File: src/rtl/xgmii_pkg.sv
`default_nettype none
// ============================================================================
// Module      : xgmii_pkg
// Description : Shared XGMII constants, link-fault encoding and the
//               sequence-column classifier used by the RS link-fault stage.
// Revision    : 1.0 - initial release
// ============================================================================
package xgmii_pkg;

    typedef enum logic [1:0] {
        LF_OK     = 2'b00,
        LF_LOCAL  = 2'b01,
        LF_REMOTE = 2'b10
    } link_fault_t;

    localparam logic [63:0] XGMII_IDLE_D  = 64'h0707070707070707;
    localparam logic [7:0]  XGMII_IDLE_C  = 8'hFF;
    localparam logic [7:0]  XGMII_SEQ     = 8'h9C;
    localparam logic [7:0]  XGMII_ERR     = 8'hFE;
    localparam logic [63:0] XGMII_RF_WORD = 64'h0200009C0200009C;
    localparam logic [7:0]  XGMII_RF_C    = 8'h11;

    // Classify one 4-lane column: LF_LOCAL / LF_REMOTE for a fault sequence
    // ordered set, LF_OK for anything else.
    function automatic link_fault_t seq_type(input logic [31:0] d, input logic [3:0] c);
        link_fault_t t;
        t = LF_OK;
        if (c == 4'b0001 && d[7:0] == XGMII_SEQ && d[23:8] == 16'h0000) begin
            if (d[31:24] == 8'h01) begin
                t = LF_LOCAL;
            end else if (d[31:24] == 8'h02) begin
                t = LF_REMOTE;
            end
        end
        return t;
    endfunction

endpackage : xgmii_pkg
`default_nettype wire

File: src/rtl/xgmii_fault_col_step.sv
`default_nettype none
// ============================================================================
// Module      : xgmii_fault_col_step
// Description : Combinational link-fault state update for a single XGMII
//               column. Two instances are chained to cover a 64-bit word.
// Revision    : 1.0 - initial release
// ============================================================================
module xgmii_fault_col_step
    import xgmii_pkg::*;
#(
    parameter int COL_WINDOW      = 128,
    parameter int FAULT_SEQ_COUNT = 4,
    parameter int COL_W           = 8,
    parameter int SEQ_W           = 3
) (
    input  logic [31:0]      col_d,
    input  logic [3:0]       col_c,
    input  logic [SEQ_W-1:0] seq_cnt_in,
    input  logic [COL_W-1:0] col_cnt_in,
    input  logic [1:0]       last_type_in,
    input  logic [1:0]       link_fault_in,
    output logic [SEQ_W-1:0] seq_cnt_out,
    output logic [COL_W-1:0] col_cnt_out,
    output logic [1:0]       last_type_out,
    output logic [1:0]       link_fault_out
);

    localparam logic [COL_W-1:0] c_col_window = COL_W'(COL_WINDOW);
    localparam logic [SEQ_W-1:0] c_seq_count  = SEQ_W'(FAULT_SEQ_COUNT);

    link_fault_t w_type;

    // Apply the sequence / non-sequence rules to the incoming state.
    always_comb begin
        w_type         = seq_type(col_d, col_c);
        seq_cnt_out    = seq_cnt_in;
        col_cnt_out    = col_cnt_in;
        last_type_out  = last_type_in;
        link_fault_out = link_fault_in;
        if (w_type != LF_OK) begin
            col_cnt_out = '0;
            if (w_type == last_type_in && col_cnt_in < c_col_window) begin
                // Same type inside the window: keep counting, hold at the threshold.
                if (seq_cnt_in < c_seq_count) begin
                    seq_cnt_out = seq_cnt_in + SEQ_W'(1);
                end
            end else begin
                // New type or stale run: this sequence starts a fresh run.
                last_type_out = w_type;
                seq_cnt_out   = SEQ_W'(1);
            end
            if (seq_cnt_out >= c_seq_count) begin
                link_fault_out = w_type;
            end
        end else begin
            if (col_cnt_in < c_col_window) begin
                col_cnt_out = col_cnt_in + COL_W'(1);
            end
            if (col_cnt_out >= c_col_window) begin
                seq_cnt_out    = '0;
                link_fault_out = LF_OK;
            end
        end
    end

endmodule : xgmii_fault_col_step
`default_nettype wire

File: src/rtl/xgmii_link_fault_rs.sv
`default_nettype none
// ============================================================================
// Module      : xgmii_link_fault_rs
// Description : 10GBASE-R Reconciliation Sublayer link-fault stage. Detects
//               local/remote fault sequences on RX and overrides TX with
//               remote-fault or idle columns while a fault is active.
//               Optional statistics counters: XGMII_LINK_FAULT_STATS_EN.
// Revision    : 1.0 - initial release
// ============================================================================
module xgmii_link_fault_rs
    import xgmii_pkg::*;
#(
    parameter int COL_WINDOW      = 128,
    parameter int FAULT_SEQ_COUNT = 4,
    parameter int STAT_WIDTH      = 16
) (
    input  logic                  clk,
    input  logic                  rst,
    input  logic [63:0]           rx_xgmii_d,
    input  logic [7:0]            rx_xgmii_c,
    input  logic [63:0]           tx_xgmii_d_in,
    input  logic [7:0]            tx_xgmii_c_in,
    output logic [63:0]           tx_xgmii_d_out,
    output logic [7:0]            tx_xgmii_c_out,
    output logic [1:0]            link_fault,
    output logic                  link_up,
    input  logic                  stat_clear,
    output logic [STAT_WIDTH-1:0] stat_err_cnt,
    output logic [STAT_WIDTH-1:0] stat_fault_cnt
);

    localparam int COL_W = $clog2(COL_WINDOW + 1);
    localparam int SEQ_W = $clog2(FAULT_SEQ_COUNT + 1);

    logic [SEQ_W-1:0] r_seq_cnt;
    logic [COL_W-1:0] r_col_cnt;
    logic [1:0]       r_last_type;
    link_fault_t      r_link_fault;
    logic [63:0]      r_tx_d;
    logic [7:0]       r_tx_c;

    logic [SEQ_W-1:0] w_seq_cnt0, w_seq_cnt1;
    logic [COL_W-1:0] w_col_cnt0, w_col_cnt1;
    logic [1:0]       w_last_type0, w_last_type1;
    logic [1:0]       w_link_fault0, w_link_fault1;

    xgmii_fault_col_step #(
        .COL_WINDOW(COL_WINDOW), .FAULT_SEQ_COUNT(FAULT_SEQ_COUNT), .COL_W(COL_W), .SEQ_W(SEQ_W)
    ) u_col0 (
        .col_d(rx_xgmii_d[31:0]), .col_c(rx_xgmii_c[3:0]),
        .seq_cnt_in(r_seq_cnt), .col_cnt_in(r_col_cnt),
        .last_type_in(r_last_type), .link_fault_in(r_link_fault),
        .seq_cnt_out(w_seq_cnt0), .col_cnt_out(w_col_cnt0),
        .last_type_out(w_last_type0), .link_fault_out(w_link_fault0)
    );

    xgmii_fault_col_step #(
        .COL_WINDOW(COL_WINDOW), .FAULT_SEQ_COUNT(FAULT_SEQ_COUNT), .COL_W(COL_W), .SEQ_W(SEQ_W)
    ) u_col1 (
        .col_d(rx_xgmii_d[63:32]), .col_c(rx_xgmii_c[7:4]),
        .seq_cnt_in(w_seq_cnt0), .col_cnt_in(w_col_cnt0),
        .last_type_in(w_last_type0), .link_fault_in(w_link_fault0),
        .seq_cnt_out(w_seq_cnt1), .col_cnt_out(w_col_cnt1),
        .last_type_out(w_last_type1), .link_fault_out(w_link_fault1)
    );

    // Commit the column-1 result as the fault state for the next word.
    always_ff @(posedge clk) begin
        if (rst) begin
            r_seq_cnt    <= '0;
            r_col_cnt    <= '0;
            r_last_type  <= LF_OK;
            r_link_fault <= LF_OK;
        end else begin
            r_seq_cnt    <= w_seq_cnt1;
            r_col_cnt    <= w_col_cnt1;
            r_last_type  <= w_last_type1;
            r_link_fault <= link_fault_t'(w_link_fault1);
        end
    end

    // TX register: pass through when OK, send RF on local fault, idle on remote.
    always_ff @(posedge clk) begin
        if (rst) begin
            r_tx_d <= XGMII_IDLE_D;
            r_tx_c <= XGMII_IDLE_C;
        end else begin
            case (r_link_fault)
                LF_OK: begin
                    r_tx_d <= tx_xgmii_d_in;
                    r_tx_c <= tx_xgmii_c_in;
                end
                LF_LOCAL: begin
                    r_tx_d <= XGMII_RF_WORD;
                    r_tx_c <= XGMII_RF_C;
                end
                default: begin
                    r_tx_d <= XGMII_IDLE_D;
                    r_tx_c <= XGMII_IDLE_C;
                end
            endcase
        end
    end

    assign tx_xgmii_d_out = r_tx_d;
    assign tx_xgmii_c_out = r_tx_c;
    assign link_fault     = r_link_fault;
    assign link_up        = (r_link_fault == LF_OK);

`ifdef XGMII_LINK_FAULT_STATS_EN
    logic [STAT_WIDTH-1:0] r_stat_err_cnt;
    logic [STAT_WIDTH-1:0] r_stat_fault_cnt;
    logic                  w_err_word;
    logic                  w_fault_rise;

    // Flag a word carrying /E/ in any control lane.
    always_comb begin
        w_err_word = 1'b0;
        for (int i = 0; i < 8; i++) begin
            if (rx_xgmii_c[i] && rx_xgmii_d[8*i +: 8] == XGMII_ERR) begin
                w_err_word = 1'b1;
            end
        end
    end

    assign w_fault_rise = (r_link_fault == LF_OK) && (w_link_fault1 != LF_OK);

    // Saturating statistics; a clear overrides a same-cycle increment.
    always_ff @(posedge clk) begin
        if (rst || stat_clear) begin
            r_stat_err_cnt   <= '0;
            r_stat_fault_cnt <= '0;
        end else begin
            if (w_err_word && r_stat_err_cnt != '1) begin
                r_stat_err_cnt <= r_stat_err_cnt + STAT_WIDTH'(1);
            end
            if (w_fault_rise && r_stat_fault_cnt != '1) begin
                r_stat_fault_cnt <= r_stat_fault_cnt + STAT_WIDTH'(1);
            end
        end
    end

    assign stat_err_cnt   = r_stat_err_cnt;
    assign stat_fault_cnt = r_stat_fault_cnt;
`else
    logic w_unused;
    assign w_unused       = stat_clear;
    assign stat_err_cnt   = '0;
    assign stat_fault_cnt = '0;
`endif

endmodule : xgmii_link_fault_rs
`default_nettype wire

File: config.mk
export PLATFORM = sky130hd
export DESIGN_NAME = xgmii_link_fault_rs
export DESIGN_NICKNAME = d
export VERILOG_FILES = /design/src/rtl/xgmii_pkg.sv /design/src/rtl/xgmii_fault_col_step.sv /design/src/rtl/xgmii_link_fault_rs.sv
export SDC_FILE = /design/constraint.sdc
export NUM_CORES = 1
export LEC_CHECK = 0
export BUFFER_PORTS_ARGS = -buffer_cell sky130_fd_sc_hd__buf_2
export CORE_UTILIZATION = 25
export CTS_BUF_LIST = sky130_fd_sc_hd__clkbuf_16
export CTS_CLUSTER_SIZE = 24
export DETAILED_ROUTE_END_ITERATION = 16
export SLEW_MARGIN = 20
export SYNTH_ARGS = -nofsm -noshare
export SYNTH_HDL_FRONTEND = slang
export SYNTH_SLANG_ARGS = --single-unit
File: constraint.sdc
create_clock -name clk -period 3.4 [get_ports clk]
set_input_delay 0.34 -clock clk [delete_from_list [all_inputs] [get_ports clk]]
set_output_delay 0.34 -clock clk [all_outputs]
set_load 0.1 [all_outputs]
After elaboration in Yosys (flattened, before gate mapping)
Cells that the tools add are included.
{"block": "word_totals", "reg_bits": 87, "inputBits": 147, "output_inout_bits": 107, "wordCells": 74}
{"block": "op_classes", "addsub": 4, "magnitude_cmp": 8, "n_eq_ne": 11, "muxes": 33, "n_reduce_logical": 12}
{"operator": "64-bit case mux with 2 select lines", "count": 1}
{"operator": "8-bit 2-to-1 mux", "count": 5}
{"operator": "16-bit logical NOT", "count": 2}
{"operator": "2-bit 2-to-1 mux", "count": 16}
{"operator": "3-bit 2-to-1 mux", "count": 10}
{"operator": "8-bit by 1-bit adder with 8-bit output, second input constant", "count": 2}
{"operator": "8-bit by 1-bit == test with 1-bit output, second input constant", "count": 2}
{"operator": "8-bit by 2-bit == test with 1-bit output, second input constant", "count": 2}
{"operator": "8-bit == test, second input constant", "count": 2}
{"operator": "8-bit greater-or-equal comparator, second input constant", "count": 2}
{"operator": "8-bit < comparator, second input constant", "count": 2}
{"operator": "8-bit case mux with 2 select lines", "count": 1}
{"operator": "4-bit by 1-bit == test with 1-bit output, second input constant", "count": 2}
{"operator": "3-bit by 1-bit adder with 3-bit output, second input constant", "count": 2}
{"operator": "3-bit greater-or-equal comparator, second input constant", "count": 2}
{"operator": "1-bit logical AND", "count": 6}
{"operator": "3-bit < comparator, second input constant", "count": 2}
{"operator": "2-bit == test", "count": 2}
{"operator": "2-bit nonzero test", "count": 2}
{"operator": "2-bit by 1-bit == test with 1-bit output, second input constant", "count": 1}
{"operator": "2-bit logical NOT", "count": 1}
{"operator": "2-bit OR reduction", "count": 1}

Longest topological paths before layout
Gate-level depths: netlist of the first run.
{"block": "depth", "word_depth": 16, "mapped_depth": 11, "mapped_depth_nobuf": 10}

Hierarchy
From an unflattened synthesis of the first run, not the netlist that was laid out.
{"block": "unflattened", "hier_cells": 417, "hier_area_um2": 3950.0}
{"module": "xgmii_link_fault_rs", "instances": 1, "cells_per_inst": 247, "area_per_inst_um2": 2731.4, "seq_area_each_um2": 1741.7}
{"module": "xgmii_fault_col_step", "instances": 2, "cells_per_inst": 85, "area_per_inst_um2": 609.3, "seq_area_each_um2": 0.0}

Least setup slack after synthesis of the first run
OpenSTA, ideal clock, no wires.
{"block": "synth_timing", "path_type": "input to register", "from": "input port rx_xgmii_d[13]", "to": "register r_link_fault[0], in the netlist link_fault[0]", "setup_time_ns": 0.116, "arrival_time_ns": 2.623, "required_time_ns": 3.284, "slack_ns": 0.661, "cell_stages": 9, "n_path_buf": 0, "path_cell_list": "nor4b_1 > nand3_2 > or4_4 > a21oi_1 > nor2_1 > ha_1 > o2111a_1 > or3_1 > o211a_1"}
{"block": "synth_via", "elab_chain_len": 15, "word_cells_on_any_way": 31, "classes_between": "2 x add/sub; 5 x order compare; 2 x eq/ne; 17 x mux; 5 x reduce/logical"}
{"element": "start, declared", "line_no": "xgmii_link_fault_rs.sv:19", "rtl": "input logic [63:0] rx_xgmii_d,"}
{"element": "16-bit logical NOT (*)", "line_no": "xgmii_pkg.sv:28", "rtl": "if (c == 4'b0001 && d[7:0] == XGMII_SEQ && d[23:8] == 16'h0000) begin"}
{"element": "1-bit logical AND (*)", "line_no": "xgmii_pkg.sv:28"}
{"element": "2-bit 2-to-1 mux (*)", "line_no": "xgmii_pkg.sv:28"}
{"element": "2-bit == test", "line_no": "xgmii_fault_col_step.sv:42", "rtl": "if (w_type == last_type_in && col_cnt_in < c_col_window) begin"}
{"element": "1-bit logical AND", "line_no": "xgmii_fault_col_step.sv:42"}
{"element": "3-bit 2-to-1 mux", "line_no": "xgmii_fault_col_step.sv:42"}
{"element": "3-bit 2-to-1 mux (2 in series)", "line_no": "xgmii_fault_col_step.sv:40", "rtl": "if (w_type != LF_OK) begin"}
{"element": "3-bit by 1-bit adder with 3-bit output / 3-bit < comparator (equally long branches)", "line_no": "xgmii_fault_col_step.sv:45, xgmii_fault_col_step.sv:44"}
{"element": "3-bit 2-to-1 mux", "line_no": "xgmii_fault_col_step.sv:44", "rtl": "if (seq_cnt_in < c_seq_count) begin"}
{"element": "3-bit 2-to-1 mux", "line_no": "xgmii_fault_col_step.sv:42"}
{"element": "3-bit 2-to-1 mux", "line_no": "xgmii_fault_col_step.sv:40"}
{"element": "3-bit greater-or-equal comparator", "line_no": "xgmii_fault_col_step.sv:52", "rtl": "if (seq_cnt_out >= c_seq_count) begin"}
{"element": "2-bit 2-to-1 mux", "line_no": "xgmii_fault_col_step.sv:52"}
{"element": "2-bit 2-to-1 mux (*)", "line_no": "xgmii_fault_col_step.sv:40"}
{"element": "end signal, assigned", "line_no": "xgmii_link_fault_rs.sv:78", "rtl": "r_link_fault <= link_fault_t'(w_link_fault1);"}
{"element": "end, declared", "line_no": "xgmii_link_fault_rs.sv:38", "rtl": "link_fault_t r_link_fault;"}
Mark *: on every way between the ends. The rest lies on a longest branch, timed or not. The select of a mux whose other input is x is not followed.
A chain may end at the register's enable or synchronous reset.

Worst setup path after layout of the first run
{"block": "layout_timing", "from": "input port rx_xgmii_d[14]", "to": "register r_link_fault[0], in the netlist link_fault[0]"}
Same word-level chain as after synthesis.

==> metrics.md, run 1 <==
| Metric | Value |
|---|---|
| Status | `completed` |
| Final Core Density | `35.5%` |
| R2r endpoint | `link_fault[0]` |
| CP cell instances | `buf_2 -> nor4_1 -> nand4_2 -> or4_4 -> a21oi_1 -> nor2_1 -> ha_1 -> o2111a_1 -> or3_1 -> o211a_1` |
| GRT Total Usage | `12.3%` |
| Largest net degree at the start of global routing | `41` |
| Num CTS Buffers | `9` |
| Avg Vias per Cell | `~4.3` |
| Clock Tree Root | `clkbuf_16` |
| Tightest Pin Transition | `0.615 ns` |
| Commonest non-fill, non-tap cell in the layout | `buf_2` |
| Fmax | `between 300 and 400 MHz` |
| Worst setup path start | `rx_xgmii_d[14]` |
| Post-CTS Setup Inserts | `0` |
| CP peak stage delay | `0.60 ns` |
| Share of cells above drive strength 1 | `39.4%` |
| Worst reg2reg startpoint | `r_last_type[1]` |
| First-pass GRT wire length | `approximately 16000 um` |
| Sequential cell area fraction in the yosys report | `44.5%` |
| EDFF count, synth | `0` |
| Adder and majority gate portion of the synthesized area | `1.28%` |
| Total power | `2.73 mW` |
| Top cells by area, synth | `dfxtp_1 (45%), buf_4 (6.1%), and2_1 (5.6%)` |
| CP top delay family | `simple AND/OR/NAND/NOR gates` |
| Area leader, netlist | `dfxtp_1` |
| Post-synthesis compound-gate area fraction | `about 15%` |
| Switching power | `between 1 and 1.5 mW` |
| Clock power frac | `34.7%` |
| CP startpoint kind | `input port` |
| Flop2flop setup slack | `0.79 ns` |
| Slew Viols, Final | `0` |
| N_diodes | `0` |
| Worst R2R Path Depth | `9` |
| Vias | `3708` |
| Die width | `127 um` |
| RePlAce Congestion | `0.783` |
| Synth Cell Area | `0.00391 sq mm` |
| Vias in the first global route | `3322` |
| CTS sink cnt | `87` |
| DR iter-0 viols | `147` |
| Seq pwr share | `between 30% and 40%` |
| Critical path class | `input port to flip-flop` |
| WP data required | `3.64 ns` |
| Die area | `0.0161 sq mm` |
| IR Drop Worst-Case VDD | `219 uV` |
| Max cap viols | `0` |
| First-pass DRT Iterations | `4` |
| Tmin final | `2.77 ns` |
| Cells after Synth | `between 400 and 500` |
| Simple-Gate Fraction of Synth Area | `25.2%` |
| Clk buf depth | `2` |
| Core area | `0.0153 sq mm` |
| P_int | `about 1.7 mW` |
| Total gr overflow | `0` |
| WL/cell | `11.7 um` |
| FF+latch count, synth | `87` |
| Worst Skew | `0.0111 ns` |
| # DRC | `0` |
| Buf/Inv on CP | `1` |
| Num rows | `45` |
| Initial Util | `25.6%` |
| Synth Warn # | `0` |
| Hold Path Class | `input port to flip-flop` |
| Fill count | `1630` |
| TritonCTS clock tree | `done` |
| Synth-to-Final Area Change | `38.6%` |
| WP depth | `10` |
| IO Pins | `between 200 and 300` |
| Part of the cycle the worst path needs | `81.3%` |
| Overall die height | `127 um` |
| Syn_area_per_cell | `9.09 sq um` |
| Critical path arrival | `approximately 3.0 ns` |
| Port Buffer Count | `220` |
| Crit-path max FO | `7` |
| Nature of the critical path endpoint | `flip-flop` |
| Clock-pin slew on the worst setup and hold paths | `0.07 ns` |
| Rel. slew slack | `roughly three fifths` |
| NumNets Final | `800` |
| Mux cell area share after synthesis | `less than 1%` |
| Initial antenna violation count | `0` |
| Unrepaired setup endpoints after global routing | `false` |
| ANT nets after route | `0` |
| Yosys top cell area share | `44.5%` |
| Main combinational cell family by area after synthesis | `simple AND/OR/NAND/NOR gates` |
| Top FF cell, synth | `dfxtp_1` |
| FF/Latch Area | `roughly 0.0017 sq mm` |
| Post-Synth XOR/XNOR Area | `between 2 and 2.5%` |
| Total Wirelength | `10100 um` |
| Logic pwr share | `approximately 26%` |
| Hold-fix buffers, CTS | `0` |
| H-Tree Level Count | `3` |
| Asr flop ratio synth | `0%` |
| Multi-input logic area | `0.00185 sq mm` |
| Fin. Hold Viols | `0` |
| Commonest non-fill, non-tap cells in the layout | `buf_2 (220), dfxtp_1 (87), o21ai_0 (35), and2_1 (35), inv_1 (34)` |
| Post-CTS Resized | `0` |
| Worst Setup EP | `link_fault[0]` |
| Synth cell types | `61` |
| Clock latency on the worst-skew pair | `0.34 ns` |
| Final setup TNS | `0 ns` |
| Leakage | `2.60 nW` |
| Highest-delay cell along the critical path | `or4_4` |
| Hpwl dp | `8070 um` |
| PwrDens | `504 mW/mm^2` |
| Switching Fraction | `37.6%` |
| Final setup violation count | `0` |
==> cells in the mapped netlist, drive strengths merged, types with 6 or more instances <==
| library cell | instances |
|---|---|
| nand3 | 8 |
| nand2 | 15 |
| nor3 | 6 |
| nand2b | 12 |
| dfxtp | 87 |
| nor4 | 18 |
| xnor2 | 8 |
| o21a | 6 |
| nor4b | 8 |
| o21ai | 35 |
| and2 | 35 |
| buf | 34 |
| clkbuf | 16 |
| a21oi | 13 |
| inv | 34 |
| nor2 | 21 |
| nand4 | 6 |
==> worst min-delay path by stage <==
stage	to	cells past startpoint	start	slack [ns]
global route	tx_xgmii_d_out[2]	2	tx_xgmii_d_in[2]	0.17
global placement	tx_xgmii_c_out[4]	2	tx_xgmii_c_in[4]	0.52
detailed placement	tx_xgmii_d_out[2]	2	tx_xgmii_d_in[2]	0.52
floorplan	tx_xgmii_c_out[0]	1	tx_xgmii_c_in[0]	0.44
CTS	tx_xgmii_d_out[2]	2	tx_xgmii_d_in[2]	0.17
finish	tx_xgmii_c_out[4]	2	tx_xgmii_c_in[4]	0.18
==> per-stage QoR <==
step / hold slack [ns] / std cells / setup WS, ns / area (sq um)
floorplan: 0.441 / 461 / 0.661 / 4030
global placement: 0.525 / 849 / 0.331 / 5130
detailed placement: 0.524 / 849 / 0.292 / 5130
CTS: 0.166 / 865 / 0.649 / 5420
global route: 0.166 / 865 / 0.470 / 5420
finish: 0.179 / 865 / 0.634 / 5420
==> sequential cells by signal, indices dropped and copies added, names as in the netlist <==
name / flops
r_seq_cnt: 3
tx_xgmii_d_out: 64
r_col_cnt: 8
r_last_type: 2
tx_xgmii_c_out: 8
link_fault: 2
==> worst register-to-register path, cell delays in order, from the launching register on <==
cell and delay, ns:
dfxtp_1 0.44, nor4bb_1 0.29, o21ai_0 0.13, or4_4 0.46, a21oi_1 0.13, nor2_1 0.07
ha_1 0.21, o2111a_1 0.27, or3_1 0.37, o211a_1 0.13
==> cells by family (layout without fill, tap and decap cells) <==
group / after synthesis / after routing
AND/OR/NAND/NOR: 155 / 155
adder cells (fa/ha/maj): 4 / 4
flip-flops: 87 / 87
XOR/XNOR: 11 / 11
multiplexers: 2 / 2
buffers and inverters: 84 / 277
AO/OA/AOI/OAI: 86 / 86
other: 1 / 32
==> power by group through the flow <==
stage | clock, mW | sequential (mW) | combinational (mW)
after global placement | 0 | 1.10 | 0.703
after CTS | 0.980 | 1.08 | 0.707
after detailed placement | 0 | 1.10 | 0.706
final | 0.946 | 1.08 | 0.704
after global routing | 1.02 | 1.08 | 0.733
after floorplan | 0 | 1.44 | 0.251
==> metal layers <==
layer | global-route usage (%) | wire length [um] | up-vias
met3 | 2.97 | 760 | 13
met5 | 0 | 0 | -
met1 | 14.7 | 4420 | 1637
li1 | - | - | 1873
met4 | 5.39 | 221 | 0
met2 | 21.0 | 4730 | 185
==> area by class of cell <==
type                    instances  share of cell area, %
repair buffers                227                   21.3
multi-input cells             290                   34.1
inverters                      34                   2.36
clock buffers                   9                   4.16
clock inverters                 7                   1.11
well taps                     211                   4.87
flip-flops and latches         87                   32.1
Power figures use the tool's default switching activity.
==> run 2: changes to the inputs <==
- ABC_AREA: not set -> 1
- clock period: 3.4 -> 2.9 ns (I/O delays scaled with it)
==> run 2 against run 1 <==
Net effect:
- area after synthesis rose by 10%
- non-clock buffer count unchanged
- combinational power up 24%
- critical path depth up 4
- first-iteration DRC count decreased by 19%
- critical path type is now flip-flop to flip-flop
- largest cell class unchanged
- largest power group unchanged
==> metrics.md, run 2 <==
| Metric | Value |
|---|---|
| Status | `completed` |
| Clock Tree Root | `clkbuf_16` |
| Worst Skew | `0.00531 ns` |
| CP top delay family | `simple AND/OR/NAND/NOR gates` |
| Slew Viols, Final | `0` |
| NumNets Final | `1006` |
| First-pass GRT wire length | `18000 um` |
| Post-CTS Resized | `0` |
| Clock latency on the worst-skew pair | `between 0.3 and 0.4 ns` |
| Count leader, synth | `nand2_1` |
| Die area | `roughly 0.018 sq mm` |
| Total Wirelength | `11300 um` |
| DR iter-0 viols | `about 120` |
| Top cells by area, synth | `dfxtp_1 (41%), nand2_1 (16%), nor2_1 (11%)` |
| Tightest Pin Transition | `0.861 ns` |
| Top FF cell, synth | `dfxtp_1` |
| Logic pwr share | `between 20% and 30%` |
| Rel. slew slack | `42.5%` |
| Synth cell types | `38` |
| Largest register FFs | `64` |
| Crit-path max FO | `4` |
| Clock-pin slew on the worst setup and hold paths | `0.06 ns` |
| Initial Util | `~26%` |
| CP cell instances | `ha_1 -> nand3_1 -> nor2_2 -> nand3_1 -> xnor2_1 -> nand3_1 -> nor2_1 -> nand2_1 -> nand2_1 -> nand2_1 -> nand2_1 -> inv_2 -> nand2_1 -> nor2_1` |
| Commonest non-fill, non-tap cells in the layout | `buf_2 (220), nand2_1 (184), nor2_1 (127)` |
| R2r endpoint | `link_fault[0]` |
| Worst Hold End | `tx_xgmii_d_out[50]` |
| # DRC | `0` |
| Cells after Synth | `~630` |
| Syn_area_per_cell | `6.80 sq um` |
| Part of the cycle the worst path needs | `68.6%` |
| Avg Vias per Cell | `3.94` |
| Fin worst setup slack | `0.910 ns` |
| CTS sink cnt | `87` |
| Worst reg2reg startpoint | `r_col_cnt[0]` |
| Critical path arrival | `2.22 ns` |
| Clock power frac | `34.4%` |
| Initial antenna violation count | `0` |
| Hold depth | `3` |
| Share of cells above drive strength 1 | `34.2%` |
| Clk buf depth | `2` |
| EDFF count, synth | `0` |
| Hold_sp | `tx_xgmii_d_in[50]` |
| RePlAce Congestion | `0.795` |
| Nature of the critical path endpoint | `flip-flop` |
| Critical path class | `flip-flop to flip-flop` |
| Highest-delay cell along the critical path | `dfxtp_1` |
| WP depth | `14` |
| Largest net degree at the start of global routing | `43` |
| Yosys top cell area share | `between 40% and 50%` |
| PwrDens | `around 560 mW/mm^2` |
| Overall die height | `between 100 and 150 um` |
| P_int | `2.07 mW` |
| Switching Fraction | `36.6%` |
| Num CTS Buffers | `9` |
| Port Buffer Count | `220` |
| Commonest non-fill, non-tap cell in the layout | `buf_2` |
| Die width | `~130 um` |
| Core area | `roughly 0.017 sq mm` |
| Total power | `~3.3 mW` |
| IR Drop Worst-Case VDD | `315 uV` |
| Seq pwr share | `approximately two fifths` |
| Synth Cell Area | `0.00430 sq mm` |
| WP data required | `between 3 and 4 ns` |
| CP peak stage delay | `0.42 ns` |
| Hold Path Class | `input port to flip-flop` |
| Synth Warn # | `0` |
| TritonCTS clock tree | `done` |
| N_diodes | `0` |
| Sequential cell area fraction in the yosys report | `roughly 41%` |
| Flop2flop setup slack | `0.91 ns` |
| Final setup violation count | `0` |
| Unrepaired setup endpoints after global routing | `false` |
| Total gr overflow | `0` |
| ANT nets after route | `0` |
| Max cap viols | `0` |
| Synth-to-Final Area Change | `35.8%` |
| Hpwl dp | `9150 um` |
| Post-CTS Setup Inserts | `0` |
| Worst R2R Path Depth | `14` |
| Switching power | `1.19 mW` |
| Leakage | `3.23 nW` |
| H-Tree Level Count | `3` |
| WL/cell | `10.5 um` |
| Vias in the first global route | `approximately 3800` |
| FF+latch count, synth | `87` |
| GRT Total Usage | `12.8%` |
| Asr flop ratio synth | `0%` |
| Setup WS pre-CTS | `between 0.6 and 0.7 ns` |
| Top cells by count, synth | `nand2_1 (184), nor2_1 (128), dfxtp_1 (87)` |
| Tmin final | `roughly 2.0 ns` |
| Num rows | `between 40 and 50` |
| Buf/Inv on CP | `1` |
| Hold-fix buffers, CTS | `0` |
| Fmax | `503 MHz` |
| Final setup TNS | `0 ns` |
| IO Pins | `254` |
| Area leader, netlist | `dfxtp_1` |
| CP startpoint kind | `flip-flop` |
| First-pass DRT Iterations | `5` |
| Fin. Hold Viols | `0` |
| Vias | `4257` |
| Crit path top cell by count | `nand2_1` |
-- run 2: cell count changes in the layout (fill, tap and decap cells not counted), sizes merged, moves of 6 or more --
cell / delta
or2: +8
and2: -34
o21a: -6
o21ai: -28
inv: +30
nor4: -18
nand2: +182
nand3: +25
nor2: +121
nand2b: -12
nor4b: -8
-- run 2: power groups by stage --
| stage | Clock (mW) | Combinational, mW | Sequential, mW |
|---|---|---|---|
| global placement | 0 | 0.874 | 1.29 |
| global route | 1.22 | 0.916 | 1.27 |
| detailed placement | 0 | 0.877 | 1.29 |
| CTS | 1.17 | 0.877 | 1.27 |
| finish | 1.12 | 0.873 | 1.27 |
| floorplan | 0 | 0.325 | 1.69 |
-- run 2: area by class of cell --
class,instances,area (sq um)
well taps,220,275
repair buffers,227,1150
multi-input cells,461,2120
flip-flops and latches,87,1740
clock buffers,9,225
clock inverters,7,66.3
fillers,1862,10900
inverters,69,259
-- run 2: per-layer routing --
| metal | global-route usage [%] | share of wire [%] |
|---|---|---|
| met1 | 14.8 | 43 |
| met2 | 23.3 | 51 |
| met3 | 3.08 | 4.8 |
| met4 | 3.66 | 1.3 |
| met5 | 0 | 0 |
-- run 2: worst max path at each step --
stage	startpoint	endpoint	slack, ns
2_1_floorplan	link_fault[0]	link_up	0.39
3_3_place_gp	rx_xgmii_d[31]	r_col_cnt[6]	0.68
3_5_place_dp	rx_xgmii_d[30]	r_col_cnt[6]	0.66
4_1_cts	r_col_cnt[0]	link_fault[0]	0.88
5_1_grt	r_col_cnt[0]	link_fault[0]	0.60
6_report	r_col_cnt[0]	link_fault[0]	0.91
-- run 2: kinds of logic (layout without fill, tap and decap cells) --
kind of cell / Yosys count / after routing / synth area share [%]
AOI/OAI and AO/OA: 19 / 19 / 2.56
xor gates and xnor gates: 6 / 6 / 1.22
adders and majority gates: 4 / 4 / 1.16
buffers and inverters: 115 / 312 / 13.0
DFF: 87 / 87 / 40.5
muxes: 1 / 1 / 0.233
other: 1 / 32 / 0.0872
and+or+nand+nor: 399 / 399 / 41.2
-- run 2: worst reg2reg max path: cells and delay by family (launching register included) --
family,cells,cell delay [ns]
adders and majority gates,1,0.19
xor gates and xnor gates,1,0.28
DFF,1,0.42
buffers and inverters,1,0.04
and+or+nand+nor,11,0.96
-- run 2: metrics by stage --
stage	hold slack [ns]	cells	area [sq um]	utilization [%]
after global placement	0.476	1064	5550	33.2
after floorplan	0.359	663	4420	-
final	0.141	1080	5840	35.0
after global routing	0.125	1080	5840	35.0
after CTS	0.121	1080	5840	35.0
after detailed placement	0.480	1064	5550	33.2
